## config.mk

```make
export PLATFORM = sky130hd
export DESIGN_NAME = fetch_unit_flat
export DESIGN_NICKNAME = d
export VERILOG_FILES = /design/src/rtl/fetch_unit_pkg.sv /design/src/rtl/fetch_unit_if.sv /design/src/rtl/fetch_unit_next_pc_calc.sv /design/src/rtl/fetch_unit.sv /design/src/flat_wrapper.sv
export SDC_FILE = /design/constraint.sdc
export NUM_CORES = 1
export LEC_CHECK = 0
export ABC_AREA = 1
export CORE_ASPECT_RATIO = 1.2
export CORE_MARGIN = 2
export CORE_UTILIZATION = 38
export DETAILED_ROUTE_END_ITERATION = 12
export PLACE_DENSITY = 0.62
export SLEW_MARGIN = 20
export SYNTH_ARGS = -nofsm -noshare
export SYNTH_HDL_FRONTEND = slang
export SYNTH_SLANG_ARGS = --single-unit
```

## constraint.sdc

```tcl
create_clock -name CLK -period 6.6 [get_ports CLK]
set_clock_uncertainty 0.1 [all_clocks]
set_input_delay 1.32 -clock CLK [delete_from_list [all_inputs] [get_ports CLK]]
set_output_delay 1.32 -clock CLK [all_outputs]
set_load 0.01 [all_outputs]
```

## src/rtl/fetch_unit_pkg.sv

```systemverilog
// Shared types and constants for the instruction-fetch / next-PC stage.
package fetch_pkg;

  localparam int INSTR_W = 32;

  typedef enum logic [2:0] {
    IDLE = 3'd0,
    REQ  = 3'd1,
    HOLD = 3'd2,
    UPD  = 3'd3,
    ERR  = 3'd4
  } state_t;

  localparam logic [1:0] PCSRC_SEQ = 2'b00;
  localparam logic [1:0] PCSRC_BR  = 2'b01;
  localparam logic [1:0] PCSRC_JR  = 2'b10;
  localparam logic [1:0] PCSRC_J   = 2'b11;

endpackage

```

## src/rtl/fetch_unit_if.sv

```systemverilog
// Instruction-memory req/ack handshake; master is the fetch unit, slave is the memory.
interface fetch_unit_if;
  logic        imem_req;
  logic [31:0] imem_addr;
  logic        imem_ack;
  logic [31:0] imem_rdata;

  modport master (output imem_req, output imem_addr, input imem_ack, input imem_rdata);
  modport slave  (input imem_req, input imem_addr, output imem_ack, output imem_rdata);
endinterface

```

## src/rtl/fetch_unit_next_pc_calc.sv

```systemverilog
// Combinational next-PC selection; the fetch FSM registers the result.
module next_pc_calc
  import fetch_pkg::*;
(
  input  logic [31:0]        fetchPC,
  input  logic [INSTR_W-1:0] instr,
  input  logic [1:0]         PCSrc,
  input  logic               branch_taken,
  input  logic [31:0]        immExt,
  input  logic [31:0]        jrTarget,
  output logic [31:0]        target
);

  logic [31:0] pc4;
  logic        unused_opcode;

  assign pc4           = fetchPC + 32'd4;
  assign unused_opcode = ^instr[31:26];

  always_comb begin
    target = pc4;
    case (PCSrc)
      PCSRC_SEQ: target = pc4;
      PCSRC_BR:  target = branch_taken ? pc4 + {immExt[29:0], 2'b00} : pc4;
      PCSRC_JR:  target = jrTarget;
      PCSRC_J:   target = {pc4[31:28], instr[25:0], 2'b00};
      default:   target = pc4;
    endcase
  end

endmodule

```

## src/rtl/fetch_unit.sv

```systemverilog
// Instruction fetch and next-PC stage around the PC register.
// Optional FETCH_ALIGN_CHECK_EN flags misaligned fetch / jr targets via fetch_err.
module fetch_unit
  import fetch_pkg::*;
#(
  parameter logic [31:0] RESET_PC = 32'h0000_0000,
  parameter int          MAX_WAIT = 15,
  parameter int          WAIT_W   = 8
) (
  input  logic               CLK,
  input  logic               RST,
  fetch_unit_if.master       imem,
  input  logic [31:0]        curPC,
  input  logic               fetch_go,
  input  logic               pc_update,
  input  logic [1:0]         PCSrc,
  input  logic               branch_taken,
  input  logic [31:0]        immExt,
  input  logic [31:0]        jrTarget,
  output logic [INSTR_W-1:0] instr,
  output logic               instr_valid,
  output logic [31:0]        nextPC,
  output logic               PCWre,
  output logic               busy,
  output logic               fetch_err
);

  // state | meaning
  // IDLE  | waiting for fetch_go
  // REQ   | imem_req high, waiting for imem_ack or timeout
  // HOLD  | instr latched, waiting for pc_update
  // UPD   | nextPC stable, PCWre pulsed for one cycle
  // ERR   | fetch timed out or was misaligned; fetch_go retries

  state_t            state, state_nx;
  logic [WAIT_W-1:0] wait_cnt;
  logic [31:0]       fetch_pc;
  logic [31:0]       addr_q;
  logic [31:0]       target;
  logic              wait_last;
  logic              pc_misalign;
  logic              jr_misalign;
  logic              req_c;

`ifdef FETCH_ALIGN_CHECK_EN
  assign pc_misalign = (curPC[1:0] != 2'b00);
  assign jr_misalign = (PCSrc == PCSRC_JR) && (jrTarget[1:0] != 2'b00);
`else
  assign pc_misalign = 1'b0;
  assign jr_misalign = 1'b0;
`endif

  assign wait_last = (wait_cnt == WAIT_W'(MAX_WAIT - 1));

  next_pc_calc u_next_pc_calc (
    .fetchPC      (fetch_pc),
    .instr        (instr),
    .PCSrc        (PCSrc),
    .branch_taken (branch_taken),
    .immExt       (immExt),
    .jrTarget     (jrTarget),
    .target       (target)
  );

  always_ff @(posedge CLK or negedge RST) begin
    if (!RST) state <= IDLE;
    else      state <= state_nx;
  end

  always_comb begin
    state_nx = state;
    case (state)
      IDLE, ERR: if (fetch_go) state_nx = pc_misalign ? ERR : REQ;
      REQ: begin
        if (imem.imem_ack)  state_nx = HOLD;
        else if (wait_last) state_nx = ERR;
      end
      HOLD:    if (pc_update) state_nx = UPD;
      UPD:     state_nx = IDLE;
      default: state_nx = IDLE;
    endcase
  end

  always_comb begin
    req_c = (state == REQ);
    PCWre = (state == UPD);
    busy  = (state != IDLE);
  end

  assign imem.imem_req  = req_c;
  assign imem.imem_addr = addr_q;

  always_ff @(posedge CLK or negedge RST) begin
    if (!RST) begin
      wait_cnt    <= '0;
      fetch_pc    <= '0;
      addr_q      <= '0;
      instr       <= '0;
      instr_valid <= 1'b0;
      nextPC      <= RESET_PC;
      fetch_err   <= 1'b0;
    end else begin
      case (state)
        IDLE, ERR: begin
          if (fetch_go) begin
            if (pc_misalign) begin
              fetch_err <= 1'b1;
            end else begin
              fetch_pc    <= curPC;
              addr_q      <= {curPC[31:2], 2'b00};
              wait_cnt    <= '0;
              instr_valid <= 1'b0;
              // only a retry out of ERR clears the sticky flag
              if (state == ERR) fetch_err <= 1'b0;
            end
          end
        end
        REQ: begin
          if (imem.imem_ack) begin
            instr       <= imem.imem_rdata;
            instr_valid <= 1'b1;
          end else if (wait_last) begin
            fetch_err <= 1'b1;
          end else begin
            wait_cnt <= wait_cnt + 1'b1;
          end
        end
        HOLD: begin
          if (pc_update) begin
            nextPC <= target;
            if (jr_misalign) fetch_err <= 1'b1;
          end
        end
        default: ;
      endcase
    end
  end

endmodule

```

## src/flat_wrapper.sv

```systemverilog
// flat-port wrapper written by rule: the top's interface ports become plain ports
module fetch_unit_flat import fetch_pkg::*;
#(
  parameter logic [31:0] RESET_PC = 32'h0000_0000,
  parameter int          MAX_WAIT = 15,
  parameter int          WAIT_W   = 8
)
  (CLK, RST, curPC, fetch_go, pc_update, PCSrc, branch_taken, immExt, jrTarget, instr, instr_valid, nextPC, PCWre, busy, fetch_err, imem_imem_req, imem_imem_addr, imem_imem_ack, imem_imem_rdata);
  fetch_unit_if imem_i ();
  input  logic CLK;
  input  logic RST;
  input  logic [31:0] curPC;
  input  logic fetch_go;
  input  logic pc_update;
  input  logic [1:0] PCSrc;
  input  logic branch_taken;
  input  logic [31:0] immExt;
  input  logic [31:0] jrTarget;
  output logic [INSTR_W-1:0] instr;
  output logic instr_valid;
  output logic [31:0] nextPC;
  output logic PCWre;
  output logic busy;
  output logic fetch_err;
  output wire logic [$bits(imem_i.imem_req)-1:0] imem_imem_req;
  output wire logic [$bits(imem_i.imem_addr)-1:0] imem_imem_addr;
  input wire logic [$bits(imem_i.imem_ack)-1:0] imem_imem_ack;
  input wire logic [$bits(imem_i.imem_rdata)-1:0] imem_imem_rdata;
  assign imem_imem_req = imem_i.imem_req;
  assign imem_imem_addr = imem_i.imem_addr;
  assign imem_i.imem_ack = imem_imem_ack;
  assign imem_i.imem_rdata = imem_imem_rdata;
  fetch_unit #(.RESET_PC(RESET_PC), .MAX_WAIT(MAX_WAIT), .WAIT_W(WAIT_W)) u_core (.CLK(CLK), .RST(RST), .imem(imem_i), .curPC(curPC), .fetch_go(fetch_go), .pc_update(pc_update), .PCSrc(PCSrc), .branch_taken(branch_taken), .immExt(immExt), .jrTarget(jrTarget), .instr(instr), .instr_valid(instr_valid), .nextPC(nextPC), .PCWre(PCWre), .busy(busy), .fetch_err(fetch_err));
endmodule
```

# Yosys cells after proc, flatten, opt, wreduce, memory -nomap -nowiden

Cells that the tools add are included.

Multiplexer cells: 19
Eq/ne operators: 16
$add $sub $neg: 3
Reduce and logical (&&, ||, !) cells: 12

Operators by type and width:

| cell                  | number |
|---|---|
| $pmux 32 s4           | 1 |
| $add 32x3->32 const B | 1 |
| $add 32x32->32        | 1 |
| $mux 32               | 1 |
| $mux 8                | 3 |
| $pmux 8 s2            | 1 |
| $mux 3                | 4 |
| $pmux 3 s3            | 1 |
| $add 8x1->8 const B   | 1 |
| $eq 8x4->1 const B    | 1 |
| $ne 2x2->1 const B    | 4 |
| $eq 3x2->1 const B    | 2 |
| $mux 1                | 6 |
| $ne 2x1->1 const B    | 3 |
| $reduce_and 2->1      | 3 |
| $reduce_and 3->1      | 2 |
| $reduce_and 5->1      | 1 |
| $eq 2x2->1 const B    | 2 |
| $pmux 1 s2            | 2 |
| $reduce_and 4->1      | 1 |
| $eq 3x1->1 const B    | 1 |
| $eq 3x3->1 const B    | 1 |
| $logic_not 3->1       | 1 |
| $ne 3x1->1 const B    | 1 |
| other kinds (5)       | 5 |

Output and inout port bits: 101
Register bits after elaboration: 139

# Logic depth before layout (Yosys ltp)

Gate-level depths: netlist of run 1.

Depth in word-level cells: 4
Gate-level depth with buffers: 25
Gate-level depth less buffers: 25

# Modules after synthesis

Synthesis of run 1 repeated with hierarchy kept, for this count alone.

Cell total of the unflattened synthesis: 1280
Area, all modules: 9058.7 µm²

By module, submodules not included:

| module       | cells an instance | area an instance (µm²) | times used | sequential area each (µm²) |
|---|---|---|---|---|
| fetch_unit   | 420               | 4790.8                 | 1          | 2727.6 |
| next_pc_calc | 860               | 4267.8                 | 1          | 0.0 |

# Worst setup path before layout of run 1

No wires, ideal clock.

Kind: input port to flip-flop
Start: in immExt[0]
End: reg u_core.nextPC[26]
Path slack: 3633 ps
Data required time: 6387 ps
Stages on the path: 13
Arrival: 2754 ps
Cell sequence: ha_1 > inv_1 > fa_1 > nor2_1 > nor2_1 > o21bai_1 > nand2_1 > nand3_1 > nand2_1 > nand3_1 > nand4_1 > nand2_1 > inv_1

Cells in the longest elaborated chain, start to end: 3

Ends and longest elaborated chain:

| element              | RTL line                      | RTL |
|---|---|---|
| start, declared      | flat_wrapper.sv:17            | `input logic [31:0] immExt;` |
| $add 32x32->32       | fetch_unit_next_pc_calc.sv:24 | `PCSRC_BR: target = branch_taken ? pc4 + {immExt[29:0], 2'b00} : pc4;` |
| $mux 32              | fetch_unit_next_pc_calc.sv:24 |  |
| $pmux 32 s4          | fetch_unit_next_pc_calc.sv:22 | `case (PCSrc)` |
| end signal, assigned | fetch_unit.sv:130             | `nextPC <= target;` |
| end, declared        | fetch_unit.sv:22              | `output logic [31:0] nextPC,` |

Every way passes these cells.
A chain may end at the register's enable or synchronous reset.

# Final worst setup path of run 1

Start: in branch_taken
End: reg u_core.nextPC[6]

Cells in the longest elaborated chain, start to end: 2

Ends and longest elaborated chain:

| element         | RTL line                      | RTL |
|---|---|---|
| start, declared | flat_wrapper.sv:16            | `input logic branch_taken;` |
| $mux 32         | fetch_unit_next_pc_calc.sv:24 |  |
| $pmux 32 s4     | fetch_unit_next_pc_calc.sv:22 |  |

Every way passes these cells.

==> results.sh, run 1 <==
export IMPL_io_pins=237
export IMPL_synthMuxAreaShare=0.0214
export IMPL_ir_worst_vdd_v=0.000247
export IMPL_fin_crit_sh=0.604
export IMPL_slowest_delay_ps=810
export IMPL_ys_types=50
export IMPL_syn_avg_cell_area_um2=6.61
export IMPL_synth_common_cells="406 x nand2_1, 200 x inv_1, 114 x nor2_1"
export IMPL_worst_pin_slew_ps=1010
export IMPL_slew_viol_final=0
export IMPL_synthAdderAreaFrac=0.0573
export IMPL_drive_gt1_frac=0.0490
export IMPL_antenna_found_initial=1
export IMPL_gr_usage_all_layers=0.240
export IMPL_grt_pass1_vias=8171
export IMPL_power_density_nw_per_um2=421
export IMPL_synth_seq_cells=109
export IMPL_synth_area_leader_cell="dfrtp_1"
export IMPL_cp_slowest_cell="o21ai_1"
export IMPL_crit_fanout=11
export IMPL_synth_compound_area_share=0.116
export IMPL_setup_violations=0
export IMPL_vias=8502
export IMPL_die_area_um2=23400
export IMPL_rsz0062_at_grt="false"
export IMPL_ys_flop_type="dfrtp_1"
export IMPL_rows=59
export IMPL_synth_edf_count=0
export IMPL_cts_buffers=9
export IMPL_hpwlAfterDp_mm=22.7
export IMPL_slew_limit_headroom=0.320
export IMPL_cts_setup_buffers=0
export IMPL_vias_per_cell=4.88
export IMPL_synth_xor_area_share=0.0312
export IMPL_fmaxAchievable_mhz=251
export IMPL_hold_buffers=0
export IMPL_nets=1638
export IMPL_pre_cts_slack_ps=2240
export IMPL_worst_slack_ps=2610
export IMPL_fill_cells=2269
export IMPL_worstPathCellList="clkdlybuf4s50_1 -> inv_1 -> o21ai_1 -> inv_1 -> a2111oi_0 -> nor2_1"
export IMPL_hold_violations=0
export IMPL_startpoint_type="input pin"
export IMPL_outcome="finished, final reports clean"
export IMPL_cp_end_kind="flop"
export IMPL_path_clk_slew_ps=80
export IMPL_cts_tree="built"
export IMPL_cts_sinks=109
export IMPL_cts_resized=0
export IMPL_required_ps=6740
export IMPL_async_flop_share=1.00
export IMPL_avgRoutedWirePerCell_um=16.1
export IMPL_finalCriticalPeriod_ps=3990
export IMPL_syn_inst=1274
export IMPL_portBuffers=232
export IMPL_crit_top_cell="inv_1"
export IMPL_hold_class="reg2reg"
export IMPL_postRouteAntennaNets=0
export IMPL_netlist_area_um2=8420
export IMPL_htreeDepth=3
export IMPL_start_util=0.388
export IMPL_synth_area_leaders="dfrtp_1 32%, nand2_1 18%, inv_1 8.9%"
export IMPL_synth_top_family_by_area="simple AND/OR/NAND/NOR gates"
export IMPL_core_um2=21700
export IMPL_wl_mm=28.1
export IMPL_grt_max_degree=63
export IMPL_dr_pass1_iters=5
export IMPL_clk_latency_ps=370
export IMPL_die_w_um=140
export IMPL_seq_area_frac_synth=0.324
export IMPL_grt_pass1_wl_mm=44.3
export IMPL_ys_warn_count=0
export IMPL_synth_top_area_frac=0.324
export IMPL_synthMostInstantiatedCell="nand2_1"
export IMPL_root_buffer="clkbuf_16"
export IMPL_clockBufferDepth=2
export IMPL_p_leak_nw=5.49
export IMPL_cp_arrival_ps=4130
export IMPL_place_congestion=0.950
export IMPL_drc=0
export IMPL_drv_cap=0
export IMPL_die_h_um=167
export IMPL_yosys_area_share_simple=0.315
export IMPL_drt_iter0_markers=471
export IMPL_path_class="in2reg"
export IMPL_setup_tns_ps=0
export IMPL_grt_overflow_total=0
export IMPL_area_growth_pct=31.7
layout by cell type (no fill, tap or decap), types with 3 or more instances in the layout:
cell type and instances:
nand2_1 405, clkdlybuf4s50_1 231, inv_1 200, nor2_1 113, dfrtp_1 109, o21ai_0 64
nand3_1 60, a21oi_1 59, ha_1 37, nand4_1 18, xor2_1 18, mux2_2 16
xnor2_1 12, nor3_1 11, o21bai_1 11, inv_2 9, o21ai_1 9, clkbuf_16 9
nor2_2 6, or2_2 6, o22ai_1 6, buf_4 6, nand2_2 4, a22o_1 4
nor3_2 3, nor2_4 3, nand3b_1 3, o211ai_1 3
path summary, 6_finish.rpt:
check | start | end | slack (ps) | cells past startpoint
worst min register to register | u_core.nextPC[3] | u_core.nextPC[3] | 390 | 2
worst max register to register | u_core.fetch_pc[2] | u_core.nextPC[31] | 2930 | 21
worst min-delay path | u_core.nextPC[3] | u_core.nextPC[3] | 390 | 2
max in group asynchronous | RST | u_core.nextPC[24] | 4230 | 2
worst max-delay path | branch_taken | u_core.nextPC[6] | 2610 | 6
min in group asynchronous | RST | u_core.fetch_pc[6] | 870 | 1
power breakdown:
group          internal (mW)  switching, mW
Clock                  0.304          0.289
Combinational           1.24           1.58
Sequential             0.976          0.287
Total                   2.52           2.16
cells by family (layout without fill, tap and decap cells):
kind of cell	Yosys count	in the layout
simple gates	639	639
other cells	1	3
mux	16	16
fa+ha+maj	38	38
xor+xnor	30	30
compound gates	173	173
flops	109	109
buf+inv	268	462
registers in the layout, summed over array words and instances (netlist names):
signal and count:
u_core.fetch_err 1, u_core.fetch_pc 31, u_core.imem.imem_addr 1, u_core.instr 32, u_core.instr_valid 1, u_core.nextPC 32, u_core.state 3, u_core.wait_cnt 8
critical path, delay by kind of cell:
family	cells	cell delay, ps
AND/OR/NAND/NOR	1	70
buffers and inverters	3	1410
AO/OA/AOI/OAI	2	1310
through the flow:
step	cell area, um^2	power, mW	util	hold WS, ps	cells
after detailed placement	10800	4.09	0.497	366	1727
after floorplan	8430	2.96	-	342	1275
after global routing	11100	5.06	0.511	421	1744
final	11100	4.68	0.511	393	1744
after global placement	10800	4.07	0.497	368	1727
after CTS	11100	4.70	0.511	393	1743
area by class of cell:
cell class	instances	area (um^2)	area share
flip-flops and latches	109	2730	0.246
multi-input cells	898	4570	0.412
repair buffers	237	2360	0.212
inverters	209	785	0.0707
clock buffers	10	229	0.0206
clock inverters	6	82.6	0.00744
well taps	274	343	0.0309
diodes	1	2.50	0.000225
routing by layer:
metal / track usage / routed length, um / part of all wire
met1: 0.315 / 12500 / 0.44
met3: 0.0452 / 1710 / 0.061
met5: 0 / 0 / 0
met2: 0.407 / 13400 / 0.48
met4: 0.0617 / 488 / 0.017
Power figures use the tool's default switching activity.
==> inputs of run 2 (changes only) <==
clock period = 4 ns   (was 6.6 ns; I/O delays follow)
==> run 2 against run 1 <==
  * Clock power increased by 53%
  * Worst setup slack worse by 2200 ps
  * Via count fell by 0.40%
  * Register-to-register slack lost 2500 ps
  * Combinational power increased by 66%
  * Highest routed layer unchanged
  * Wire length is 0.98% higher
  * Die area unchanged
  * Cell count rose by 0.40%
==> results.sh, run 2 (synthesis results as in run 1) <==
export IMPL_die_h_um=167
export IMPL_layout_commonest_cell="nand2_1"
export IMPL_wl_mm=28.4
export IMPL_crit_buf_inv=3
export IMPL_fin_crit_sh=0.894
export IMPL_top_regs="u_core.instr: 32 flops, u_core.nextPC: 32 flops, u_core.fetch_pc: 31 flops"
export IMPL_io_pins=237
export IMPL_slowest_delay_ps=490
export IMPL_vias_per_cell=4.84
export IMPL_nets=1645
export IMPL_timing_rr_start="u_core.fetch_pc[2]"
export IMPL_slew_viol_final=0
export IMPL_worstPathCellList="ha_1 -> inv_1 -> nor2_2 -> nand2_1 -> nor2_2 -> nand4_1 -> xor2_1 -> ha_1 -> a21oi_1 -> nand2_1 -> nand2_1 -> nand2_1 -> inv_1 -> nand2_1 -> inv_1 -> nand2_1 -> nand2_1 -> nand3_1 -> nand2_1 -> nand2_1 -> nand2_1 -> nand2_1"
export IMPL_portBuffers=232
export IMPL_rows=59
export IMPL_path_delay_family="simple AND/OR/NAND/NOR gates"
export IMPL_final_cell_mix="405 x nand2_1, 231 x clkdlybuf4s50_1, 200 x inv_1, 113 x nor2_1, 109 x dfrtp_1"
export IMPL_cts_buffers=9
export IMPL_die_area_um2=23400
export IMPL_fill_cells=2246
export IMPL_gr_usage_all_layers=0.243
export IMPL_power_density_nw_per_um2=688
export IMPL_grt_overflow_total=0
export IMPL_crit_fanout=6
export IMPL_cts_sinks=109
export IMPL_cp_arrival_ps=3740
export IMPL_drive_gt1_frac=0.0535
export IMPL_avgRoutedWirePerCell_um=16.2
export IMPL_drt_iter0_markers=416
export IMPL_startpoint_type="flop"
export IMPL_cp_end_kind="flop"
export IMPL_die_w_um=140
export IMPL_hold_violations=0
export IMPL_crit_top_cell="nand2_1"
export IMPL_start_util=0.388
export IMPL_power_total_mw=7.65
export IMPL_hold_class="in2async"
export IMPL_cts_tree="built"
export IMPL_fmaxAchievable_mhz=280
export IMPL_clk_latency_ps=360
export IMPL_outcome="finished, final reports clean"
export IMPL_required_ps=4160
export IMPL_core_um2=21700
export IMPL_seq_area_um2=2730
export IMPL_p_leak_nw=5.51
export IMPL_crit_start="u_core.fetch_pc[2]"
export IMPL_dr_pass1_iters=5
export IMPL_setup_tns_ps=0
export IMPL_drv_cap=0
export IMPL_path_class="reg2reg"
export IMPL_setup_violations=0
export IMPL_worst_pin_slew_ps=895
export IMPL_clockBufferDepth=2
export IMPL_vias=8468
export IMPL_rsz0062_at_grt="false"
export IMPL_rr_worst_depth=22
export IMPL_final_core_util=0.513
export IMPL_cts_setup_buffers=0
export IMPL_cp_slowest_cell="dfrtp_1"
export IMPL_hold_buffers=0
export IMPL_htreeDepth=3
export IMPL_antenna_found_initial=1
export IMPL_hpwlAfterDp_mm=23.1
export IMPL_root_buffer="clkbuf_16"
export IMPL_grt_max_degree=51
export IMPL_finalCriticalPeriod_ps=3580
export IMPL_area_growth_pct=32.1
export IMPL_drc=0
export IMPL_postRouteAntennaNets=0
export IMPL_grt_pass1_wl_mm=44.7
export IMPL_multi_input_area_um2=4570
export IMPL_slew_limit_headroom=0.401
export IMPL_cp_depth=22
export IMPL_cts_resized=0
export IMPL_grt_pass1_vias=8290
export IMPL_ir_worst_vdd_v=0.000324
export IMPL_place_congestion=0.928
export IMPL_path_clk_slew_ps=80
-- run 2: through the flow --
stage / cells / cell area (um^2) / worst slack [ps] / hold WS, ps
2_1_floorplan: 1275 / 8430 / 1250 / 342
3_3_place_gp: 1734 / 10800 / 526 / 370
3_5_place_dp: 1734 / 10800 / 464 / 372
4_1_cts: 1750 / 11100 / 466 / 391
5_1_grt: 1751 / 11100 / 124 / 411
6_report: 1751 / 11100 / 425 / 356
-- run 2: layout make-up --
class                      instances  area share
inverter                         209      0.0705
multi-input combinational        898       0.411
timing repair buffer             244       0.217
antenna                            1    0.000225
clock inverter                     6     0.00506
tap                              274      0.0308
sequential                       109       0.245
clock buffer                      10      0.0206
-- run 2: layer usage --
metal,track usage,vias up,routed length (um),share of wire
met2,0.408,238,13500,0.48
met4,0.0713,0,616,0.022
met5,0,-,0,0
li1,-,4363,-,-
met3,0.0443,28,1750,0.062
met1,0.319,3839,12500,0.44
-- run 2: power breakdown --
| group | internal, mW | total, mW | switching (mW) |
|---|---|---|---|
| registers | 1.61 | 2.08 | 0.466 |
| clock network | 0.437 | 0.906 | 0.469 |
| logic | 2.05 | 4.67 | 2.62 |
-- run 2: worst paths after layout --
path	slack, ps	endpoint
max	420	u_core.nextPC[31]
min	360	u_core.instr_valid
max reg2reg	420	u_core.nextPC[31]
min reg2reg	390	u_core.nextPC[19]
max in group asynchronous	2570	u_core.fetch_pc[2]
min in group CLK	390	u_core.nextPC[19]
==> inputs of run 3 (changes only) <==
ABC_CLOCK_PERIOD_IN_PS = 4000   (was not set)
==> results of run 3 <==
Same layout as run 2: the final DEF is identical, and so are final timing and power.
